### config.mk
export PLATFORM = sky130hd
export DESIGN_NAME = cache_refill_controller
export DESIGN_NICKNAME = d
export VERILOG_FILES = /design/src/rtl/cache_refill_controller_pkg.sv /design/src/rtl/cache_refill_controller_stats_counter.sv /design/src/rtl/cache_refill_controller.sv
export SDC_FILE = /design/constraint.sdc
export NUM_CORES = 1
export LEC_CHECK = 0
export ABC_AREA = 1
export ABC_CLOCK_PERIOD_IN_PS = 2900
export CORE_UTILIZATION = 46
export DETAILED_ROUTE_END_ITERATION = 12
export DONT_BUFFER_PORTS = 1
export HOLD_SLACK_MARGIN = 0.06
export PLACE_DENSITY_LB_ADDON = 0.08
export SKIP_LAST_GASP = 1
export SYNTH_ARGS = -nofsm -noshare
export SYNTH_HDL_FRONTEND = slang
export SYNTH_HIERARCHICAL = 1
export SYNTH_SLANG_ARGS = --single-unit
export TNS_END_PERCENT = 20
### constraint.sdc
create_clock -name clk -period 2.9 [get_ports clk]
set_input_delay 0.435 -clock clk [delete_from_list [all_inputs] [get_ports clk]]
set_output_delay 0.435 -clock clk [all_outputs]
set_load 0.01 [all_outputs]
### src/rtl/cache_refill_controller_pkg.sv
// Shared types and constants for the cache refill controller and its stats counters.
// Latency: n/a (declarations only).
// Backpressure: n/a (declarations only).
package cache_pkg;

    // Controller sequencing states
    typedef enum logic [2:0] {
        IDLE,
        LOOKUP,
        MEM_REQ,
        REFILL,
        WT_REQ,
        RESP
    } cache_state_t;

    // Default geometry, matching the controller's default parameters
    localparam int DEF_ADDR_SIZE       = 32;
    localparam int DEF_NUM_SETS        = 16;
    localparam int DEF_WORDS_PER_BLOCK = 4;

    // Each word is 32 bits, so two byte-offset bits sit below the word index
    localparam int BYTE_OFF_W  = 2;
    localparam int DEF_WORD_W  = $clog2(DEF_WORDS_PER_BLOCK);
    localparam int DEF_SET_W   = $clog2(DEF_NUM_SETS);
    localparam int DEF_TAG_W   = DEF_ADDR_SIZE - DEF_SET_W - DEF_WORD_W - BYTE_OFF_W;

    // Address split as seen by the datapath decode (default geometry)
    typedef struct packed {
        logic [DEF_TAG_W-1:0]  tag;
        logic [DEF_SET_W-1:0]  set;
        logic [DEF_WORD_W-1:0] word;
        logic [BYTE_OFF_W-1:0] byte_off;
    } cache_addr_t;

    // Statistics counters stick at this value instead of wrapping
    localparam logic [31:0] STAT_MAX = 32'hFFFF_FFFF;

    // Number of low address bits cleared to form a block-aligned address
    function automatic int block_off_w(input int words_per_block);
        return $clog2(words_per_block) + BYTE_OFF_W;
    endfunction

endpackage

### src/rtl/cache_refill_controller_stats_counter.sv
// Saturating 32-bit event counter with synchronous clear.
// Latency: count reflects an inc one cycle after it is asserted.
// Backpressure: none; inc is never stalled, the count simply holds at STAT_MAX.
module cache_stats_counter
    import cache_pkg::*;
(
    input  logic        clk,
    input  logic        rst,
    input  logic        inc,
    input  logic        clr,
    output logic [31:0] count
);

    logic [31:0] count_q;

    // Count events, holding at the maximum rather than wrapping to zero
    always_ff @(posedge clk or posedge rst) begin
        if (rst) begin
            count_q <= '0;
        end else if (clr) begin
            count_q <= '0;
        end else if (inc && (count_q != STAT_MAX)) begin
            count_q <= count_q + 32'd1;
        end
    end

    assign count = count_q;

endmodule

### src/rtl/cache_refill_controller.sv
// Sequences one CPU load/store through tag lookup, block refill on read miss, and write-through; optional hit/miss statistics under CACHE_REFILL_STATS_EN.
// Latency: load hit resp 2 cycles after the handshake cycle, store 3 + memory accept wait, load miss 4 + memory accept wait + refill cycles.
// Backpressure: cpu_req_ready only in IDLE; memory requests held stable until mem_req_ready; refill beats may arrive with gaps.
module cache_refill_controller
    import cache_pkg::*;
#(
    parameter int ADDR_SIZE       = 32,
    parameter int NUM_SETS        = 16,
    parameter int NUM_WAYS        = 4,
    parameter int WORDS_PER_BLOCK = 4
)(
    input  logic                               clk,
    input  logic                               rst,
    input  logic                               cpu_req_valid,
    input  logic                               cpu_req_write,
    input  logic [ADDR_SIZE-1:0]               cpu_req_addr,
    output logic                               cpu_req_ready,
    output logic                               cpu_resp_valid,
    output logic [ADDR_SIZE-1:0]               lookup_addr,
    input  logic                               cache_hit,
    output logic                               cache_write_en,
    output logic                               fill_en,
    output logic [$clog2(WORDS_PER_BLOCK)-1:0] fill_word,
    output logic                               fill_last,
    output logic                               mem_req_valid,
    input  logic                               mem_req_ready,
    output logic                               mem_req_write,
    output logic [ADDR_SIZE-1:0]               mem_req_addr,
    input  logic                               mem_rdata_valid,
    output logic [31:0]                        hit_count,
    output logic [31:0]                        miss_count
);

    localparam int WORD_W = $clog2(WORDS_PER_BLOCK);
    localparam int OFF_W  = block_off_w(WORDS_PER_BLOCK);
    localparam logic [WORD_W-1:0] LAST_WORD = WORD_W'(WORDS_PER_BLOCK - 1);

    // Reject geometries the word counter and block alignment cannot represent
    if (((NUM_SETS & (NUM_SETS - 1)) != 0) || ((NUM_WAYS & (NUM_WAYS - 1)) != 0) ||
        ((WORDS_PER_BLOCK & (WORDS_PER_BLOCK - 1)) != 0) || (WORDS_PER_BLOCK < 2)) begin : g_bad_geometry
        $error("cache_refill_controller: NUM_SETS, NUM_WAYS, WORDS_PER_BLOCK must be powers of 2, WORDS_PER_BLOCK >= 2");
    end

    cache_state_t      state;
    cache_state_t      state_nxt;
    logic              req_write;
    logic [WORD_W-1:0] word_cnt;
    logic              req_fire;
    logic              beat_fire;

    assign req_fire  = (state == IDLE) && cpu_req_valid;
    assign beat_fire = (state == REFILL) && mem_rdata_valid;

    // State register
    always_ff @(posedge clk or posedge rst) begin
        if (rst) begin
            state <= IDLE;
        end else begin
            state <= state_nxt;
        end
    end

    // Latch the request on handshake; it stays frozen until the next IDLE
    always_ff @(posedge clk or posedge rst) begin
        if (rst) begin
            lookup_addr <= '0;
            req_write   <= 1'b0;
        end else if (req_fire) begin
            lookup_addr <= cpu_req_addr;
            req_write   <= cpu_req_write;
        end
    end

    // Refill word index: cleared when the block read is accepted, stepped per beat
    always_ff @(posedge clk or posedge rst) begin
        if (rst) begin
            word_cnt <= '0;
        end else if ((state == MEM_REQ) && mem_req_ready) begin
            word_cnt <= '0;
        end else if (beat_fire) begin
            word_cnt <= word_cnt + 1'b1;
        end
    end

    // Next-state and strobe decode
    always_comb begin
        state_nxt      = state;
        cpu_req_ready  = 1'b0;
        cpu_resp_valid = 1'b0;
        cache_write_en = 1'b0;
        fill_en        = 1'b0;
        fill_word      = word_cnt;
        fill_last      = 1'b0;
        mem_req_valid  = 1'b0;
        mem_req_write  = 1'b0;
        mem_req_addr   = lookup_addr;
        case (state)
            IDLE: begin
                cpu_req_ready = 1'b1;
                if (cpu_req_valid) begin
                    state_nxt = LOOKUP;
                end
            end
            LOOKUP: begin
                if (req_write) begin
                    // Write-through, no-write-allocate: update the array only on a hit
                    cache_write_en = cache_hit;
                    state_nxt      = WT_REQ;
                end else if (cache_hit) begin
                    state_nxt = RESP;
                end else begin
                    state_nxt = MEM_REQ;
                end
            end
            MEM_REQ: begin
                mem_req_valid = 1'b1;
                mem_req_addr  = {lookup_addr[ADDR_SIZE-1:OFF_W], {OFF_W{1'b0}}};
                if (mem_req_ready) begin
                    state_nxt = REFILL;
                end
            end
            REFILL: begin
                if (mem_rdata_valid) begin
                    fill_en = 1'b1;
                    if (word_cnt == LAST_WORD) begin
                        // Final beat: datapath sets valid+tag, then we look up again
                        fill_last = 1'b1;
                        state_nxt = LOOKUP;
                    end
                end
            end
            WT_REQ: begin
                mem_req_valid = 1'b1;
                mem_req_write = 1'b1;
                if (mem_req_ready) begin
                    state_nxt = RESP;
                end
            end
            RESP: begin
                cpu_resp_valid = 1'b1;
                state_nxt      = IDLE;
            end
            default: begin
                state_nxt = IDLE;
            end
        endcase
    end

`ifdef CACHE_REFILL_STATS_EN
    logic relookup;
    logic first_lookup;

    // Marks the lookup that follows a completed refill so it is not counted twice
    always_ff @(posedge clk or posedge rst) begin
        if (rst) begin
            relookup <= 1'b0;
        end else if (beat_fire && (word_cnt == LAST_WORD)) begin
            relookup <= 1'b1;
        end else if (state == IDLE) begin
            relookup <= 1'b0;
        end
    end

    assign first_lookup = (state == LOOKUP) && !relookup;

    cache_stats_counter u_hit_cnt (
        .clk   (clk),
        .rst   (rst),
        .inc   (first_lookup && cache_hit),
        .clr   (1'b0),
        .count (hit_count)
    );

    cache_stats_counter u_miss_cnt (
        .clk   (clk),
        .rst   (rst),
        .inc   (first_lookup && !cache_hit),
        .clr   (1'b0),
        .count (miss_count)
    );
`else
    assign hit_count  = '0;
    assign miss_count = '0;
`endif

endmodule

=== Word level (Yosys, flattened, before mapping) ===
Index checks and enable logic that the tools add are counted.

* Bits in registers: 38
* Input port bits: 39
* Output and inout port bits: 137

* $add $sub $neg: 1
* Eq/ne operators: 11
* Multiplexer cells: 22
* Reductions and logical operators: 7

{| class="wikitable"
|+ Operators by type and width
! kind !! number
|-
| 3-bit 2-to-1 mux || 7
|-
| 3-bit one-hot mux with 5 select lines || 1
|-
| 1-bit 2-to-1 mux || 11
|-
| 2-bit inequality test (second input constant) || 4
|-
| 3-bit by 2-bit equality test with 1-bit output (second input constant) || 2
|-
| 3-bit equality test (second input constant) || 2
|-
| 5-bit AND reduction || 1
|-
| 2-bit 2-to-1 mux || 2
|-
| 4-bit 2-to-1 mux || 1
|-
| 3-bit by 1-bit equality test with 1-bit output (second input constant) || 1
|-
| 1-bit logical AND || 3
|-
| 3-bit logical NOT || 1
|-
| 2-bit by 1-bit adder with 2-bit output (second input constant) || 1
|-
| 2-bit equality test (second input constant) || 1
|-
| 2-bit by 1-bit inequality test with 1-bit output (second input constant) || 1
|-
| 2-bit nonzero test || 1
|-
| 2-bit OR reduction || 1
|}

=== Depth between registers and ports, before layout ===
Gate-level depths: netlist of run 1.

* Word-level depth: 4
* Gate-level depth with buffers: 8
* Gate-level depth less buffers: 8

=== Worst setup path before layout of run 1 ===
Ideal clock, no wire load.

* Path kind: register to output
* From: register state[1]
* To: output port cpu_req_ready
* Arrival: 0.936 ns
* Required time: 2.465 ns
* Slack: 1.529 ns
* Cell stages (with the launch flop): 5
* Cell sequence: dfrtp_1 nor2_2 inv_2 nor2_8 buf_4

* Word-level cells in the longest chain between the ends: 2

{| class="wikitable"
|+ RTL lines
! element !! line !! text
|-
| start, declared || cache_refill_controller.sv:44 || <nowiki>cache_state_t state;</nowiki>
|-
| start signal, assigned || cache_refill_controller.sv:59 || <nowiki>state <= state_nxt;</nowiki>
|-
| 3-bit logical NOT || cache_refill_controller.sv:97 || <nowiki>case (state)</nowiki>
|-
| 1-bit 2-to-1 mux || cache_refill_controller.sv:97 ||
|-
| end, declared || cache_refill_controller.sv:17 || <nowiki>output logic cpu_req_ready,</nowiki>
|}

Every way passes these cells.

=== Worst setup path in the final report of run 1 ===
Same ends and word-level chain as after synthesis.

==> results of run 1 <==
==> how the worst max path moves through the flow <==
stage,to
finish,cpu_req_ready
global route,req_write
CTS,req_write
detailed placement,req_write
global placement,req_write
floorplan,cpu_req_ready
==> through the flow <==
| step | power, mW | hold WS [ns] | setup slack, ns | instances |
|---|---|---|---|---|
| final | 2.32 | 0.142 | 1.08 | 331 |
| after global routing | 2.56 | 0.180 | 0.873 | 331 |
| after CTS | 2.36 | 0.155 | 1.05 | 331 |
| after detailed placement | 2.01 | 0.468 | 1.07 | 325 |
| after global placement | 2.00 | 0.469 | 1.12 | 325 |
| after floorplan | 2.20 | 0.523 | 1.53 | 360 |
==> final cells by class <==
cell class,instances,area [um^2],share of cell area
well taps,67,83.8,0.0409
repair buffers,1,7.51,0.00366
flip-flops and latches,38,951,0.464
multi-input cells,203,866,0.422
inverters,16,60.1,0.0293
clock buffers,6,82.6,0.0403
==> per-layer routing <==
| metal | wire length (um) | global-route usage | up-vias |
|---|---|---|---|
| met5 | 0 | 0 | - |
| met1 | 1680 | 0.184 | 661 |
| met2 | 2110 | 0.257 | 91 |
| li1 | - | - | 694 |
| met4 | 61 | 0.0629 | 0 |
| met3 | 446 | 0.0596 | 6 |
==> sequential cells by signal, indices dropped and copies added (netlist names) <==
name         cells
state            3
lookup_addr     32
fill_word        2
req_write        1
==> power by group <==
group,total (mW),switching [mW],internal [mW]
Sequential,1.26,0.475,0.782
Combinational,0.715,0.500,0.215
Clock,0.350,0.167,0.183
Total,2.32,1.14,1.18
==> critical path, stage by stage (launching register included) <==
cell,delay (ns)
dfrtp_1,0.43
nor2_2,0.19
inv_2,0.09
nor2_8,0.39
==> kinds of logic (layout without fill, tap and decap cells) <==
| kind of cell | Yosys count | count (layout) |
|---|---|---|
| and+or+nand+nor | 132 | 132 |
| buffers and inverters | 119 | 23 |
| DFF | 38 | 38 |
| AOI/OAI and AO/OA | 5 | 5 |
| adders and majority gates | 1 | 1 |
| other | 1 | 64 |
| muxes | 1 | 1 |
==> placed cells by master (no fill, tap or decap) <==
| master | n |
|---|---|
| nand3b_2 | 1 |
| nor2_1 | 6 |
| nor2_2 | 1 |
| nor3_1 | 1 |
| conb_1 | 64 |
| nand3_1 | 36 |
| clkbuf_8 | 6 |
| o211ai_1 | 1 |
| mux2i_1 | 1 |
| clkinv_1 | 1 |
| o21ai_0 | 3 |
| inv_1 | 13 |
| dfrtp_1 | 38 |
| a21oi_1 | 1 |
| nand2_1 | 85 |
| inv_2 | 2 |
| ha_1 | 1 |
| buf_4 | 1 |
| nand2_4 | 1 |
| nor2_8 | 1 |
==> flow_summary.json, run 1 <==
{
  "avgSynthCellArea_um2": 8.12,
  "ir_drop_mv": 0.387,
  "synth_ff_type": "dfrtp_1",
  "die-area_mm2": 0.00553,
  "dieHeight_um": 74.4,
  "ctsResizeCount": 0,
  "routed_via_density": 4.39,
  "path_class": "flip-flop to output port",
  "grt_usage": 0.156,
  "rows": 25,
  "synth_warnings": 6,
  "ys_types": 22,
  "p_leak_nw": 1.21,
  "fin_crit_ns": 1.82,
  "synth_edf_count": 0,
  "synth-seq-area-share": 0.394,
  "min_path_type": "input port to async pin",
  "initial_core_util": 0.494,
  "post_cts_buffers": 0,
  "diodes": 0,
  "grt_start_max_net_pins": 39,
  "num_vias": 1452,
  "timing.reg2reg.setup_slack_ns": 1.10,
  "rr_worst_depth": 6,
  "final_cell_area_mm2": 0.00205,
  "nets": 305,
  "route.antenna.remaining_nets": 0,
  "critPathLaunchType": "flip-flop",
  "fmax_ghz": 0.551,
  "grt_first_pass_wirelength_um": 6470,
  "area_growth_pct": -14.9,
  "numCtsBuffers": 5,
  "synth_top_area_frac": 0.394,
  "fin_util": 0.420,
  "period_share": 0.626,
  "grt_pass1_vias": 1270,
  "status": "complete, no violations",
  "nFillCells": 549,
  "die_w_um": 74.4,
  "finalClockSkew_ns": 0.00425,
  "clkSlewWorstSetupHoldPaths_ns": 0.07,
  "io_pins": 176,
  "required_ns": 2.47,
  "async_flop_share": 1.00,
  "synthMuxAreaShare": 0.00415,
  "cp.arrival_ns": 1.38,
  "drive_gt1_frac": 0.0492,
  "ys_ff_latch": 38,
  "report.final.slew_viol_count": 0,
  "first_pass_iters": 4,
  "synth_top_family_by_area": "buffers and inverters",
  "overflow": 0,
  "synth_xor_area_frac": 0,
  "port_buffers": 0,
  "yosysMostFrequentCell": "buf_4",
  "synth_compound_area_frac": 0.0114,
  "clk_path_buf_depth": 2,
  "hold_viol": 0,
  "synthCells": 297,
  "finalSetupViolations": 0,
  "synth_area_mm2": 0.00241,
  "drc": 0,
  "antenna_found_initial": 0,
  "routed_wirelength_um": 4290,
  "gp_congestion": 0.764,
  "worst-path-max-fanout": 34,
  "placed_cell_area_mm2": 0.00197,
  "hold_buffers": 0,
  "wl_per_cell_um": 13.0,
  "ys_top_cells_by_count": "buf_4 (96), nand2_1 (85), dfrtp_1 (38)",
  "cap_viol_max_count": 0,
  "drtIter0Drc": 38,
  "startpoint": "state[1]",
  "r2r_end": "req_write",
  "synthTopCellsByArea": "dfrtp_1 (39%), buf_4 (30%), nand2_1 (13%)",
  "cts_tree": "yes",
  "coreArea_mm2": 0.00488,
  "yosys.area_share.simple": 0.239,
  "cts.sinks": 38,
  "r2r-start": "state[1]",
  "hpwl_um": 3060,
  "htreeDepth": 2,
  "cellPowerDensity_mw_per_mm2": 1130,
  "clk_latency_ns": 0.28,
  "clockRootBuffer": "clkbuf_8",
  "synth_area_leader_cell": "dfrtp_1",
  "synth-adder-area-share": 0.00519,
  "setup_tns_ns": 0,
  "critPathCaptureType": "output port",
  "grt_setup_unrepaired": "false"
}
(Power assumes the default switching activity.)
==> run 2: changes to the inputs <==
Settings changed: ABC_CLOCK_PERIOD_IN_PS 2900 to 1750.
Clock period 2.9 ns to 1.75 ns, I/O delays scaled along.
==> flow_summary.json, run 2 (synthesis gave the netlist of run 1 again) <==
{
  "port_buffers": 0,
  "finalClockSkew_ns": 0.00833,
  "worst-path-max-fanout": 14,
  "htreeDepth": 2,
  "hpwl_um": 3120,
  "fin_crit_ns": 1.58,
  "cap_viol_max_count": 0,
  "required_ns": 1.49,
  "largest-register": "lookup_addr",
  "dp.cells": 327,
  "period_share": 0.901,
  "nets": 308,
  "initial_core_util": 0.494,
  "placed_cell_area_mm2": 0.00200,
  "report.final.slew_viol_count": 0,
  "diodes": 0,
  "area_growth_pct": -13.0,
  "routed_wirelength_um": 4400,
  "path_class": "flip-flop to output port",
  "die_w_um": 74.4,
  "numCtsBuffers": 5,
  "cellPowerDensity_mw_per_mm2": 1890,
  "io_pins": 176,
  "final_common_cell": "nand2_1",
  "clk_path_buf_depth": 2,
  "dieHeight_um": 74.4,
  "critPathCaptureType": "output port",
  "hold_viol": 0,
  "status": "complete, no violations",
  "drc": 0,
  "antenna_found_initial": 0,
  "slew_headroom": 0.506,
  "route.antenna.remaining_nets": 0,
  "post_cts_buffers": 0,
  "grt_usage": 0.165,
  "coreArea_mm2": 0.00488,
  "cts.sinks": 38,
  "first_pass_iters": 4,
  "die-area_mm2": 0.00553,
  "overflow": 0,
  "clkSlewWorstSetupHoldPaths_ns": 0.08,
  "worst_pin_slew_ns": 0.736,
  "num_vias": 1523,
  "clk_latency_ns": 0.29,
  "drtIter0Drc": 45,
  "gp_congestion": 0.829,
  "drive_gt1_frac": 0.0595,
  "grt_start_max_net_pins": 35,
  "final_cell_area_mm2": 0.00210,
  "ir_drop_mv": 0.666,
  "min_path_type": "input port to flip-flop",
  "rows": 25,
  "wl_per_cell_um": 13.1,
  "grt_setup_unrepaired": "false",
  "p_leak_nw": 1.23,
  "fin_util": 0.430,
  "critPathLaunchType": "flip-flop",
  "cts_tree": "yes",
  "grt_first_pass_wirelength_um": 6710,
  "largest_register_ff_count": 32,
  "finalSetupViolations": 0,
  "setup_tns_ns": 0,
  "fmax_ghz": 0.634,
  "stdcell_count": 336,
  "p_total_mw": 3.96,
  "cp.arrival_ns": 1.31,
  "clockRootBuffer": "clkbuf_8",
  "final_cell_mix": "nand2_1 (85), conb_1 (64), dfrtp_1 (38), nand3_1 (36), inv_1 (13)",
  "ctsResizeCount": 0,
  "routed_via_density": 4.53,
  "grt_pass1_vias": 1341
}
-- run 2: cell count changes in the layout (fill, tap and decap cells not counted) --
cell | previous run | this run
clkinv_2 | 0 | 1
buf_12 | 0 | 1
buf_4 | 1 | 2
clkbuf_1 | 0 | 1
dlygate4sd3_1 | 0 | 1
-- run 2: worst max-delay path, cell delays in order (launching register included) --
cell	delay [ns]
dfrtp_1	0.43
nor2_2	0.18
inv_2	0.08
nor2_8	0.10
buf_4	0.23
-- run 2: layer usage --
metal | GRT usage | share of wire
met2 | 0.262 | 0.48
met5 | 0 | 0
met3 | 0.0501 | 0.092
met4 | 0.0755 | 0.018
met1 | 0.205 | 0.41
-- run 2: what timing repair did --
item,4_1_cts,5_1_grt
hold endpoints to repair,18,0
setup endpoints to repair,0,0
hold buffers,1,0
-- run 2: layout make-up --
class | count | area, um^2
repair buffers | 4 | 45.0
inverters | 16 | 60.1
well taps | 67 | 83.8
clock buffers | 7 | 86.3
clock inverters | 1 | 5.00
flip-flops and latches | 38 | 951
fillers | 538 | 2780
multi-input cells | 203 | 866
-- run 2: per-stage QoR --
stage / hold slack, ns / setup WS, ns
2_1_floorplan: 0.407 / 0.551
3_3_place_gp: 0.228 / 0.363
3_5_place_dp: 0.220 / 0.361
4_1_cts: 0.0970 / 0.161
5_1_grt: 0.0916 / 0.0369
6_report: 0.105 / 0.173
-- run 2: report_power, final --
group          internal [mW]  leakage [nW]  total [mW]  switching, mW
Sequential              1.30         0.473        2.08          0.787
Combinational          0.400         0.709        1.26          0.860
Clock                  0.318        0.0482       0.621          0.303
-- run 2: worst paths after layout --
kind	start	endpoint	slack (ns)	cells after the start
min in group asynchronous	rst	lookup_addr[13]	0.44	2
hold / removal	cpu_req_addr[13]	lookup_addr[13]	0.10	2
setup reg to reg	state[1]	req_write	0.37	6
max in group asynchronous	rst	lookup_addr[30]	0.81	3
setup / recovery	state[1]	cpu_req_ready	0.17	4
hold reg to reg	req_write	req_write	0.56	2
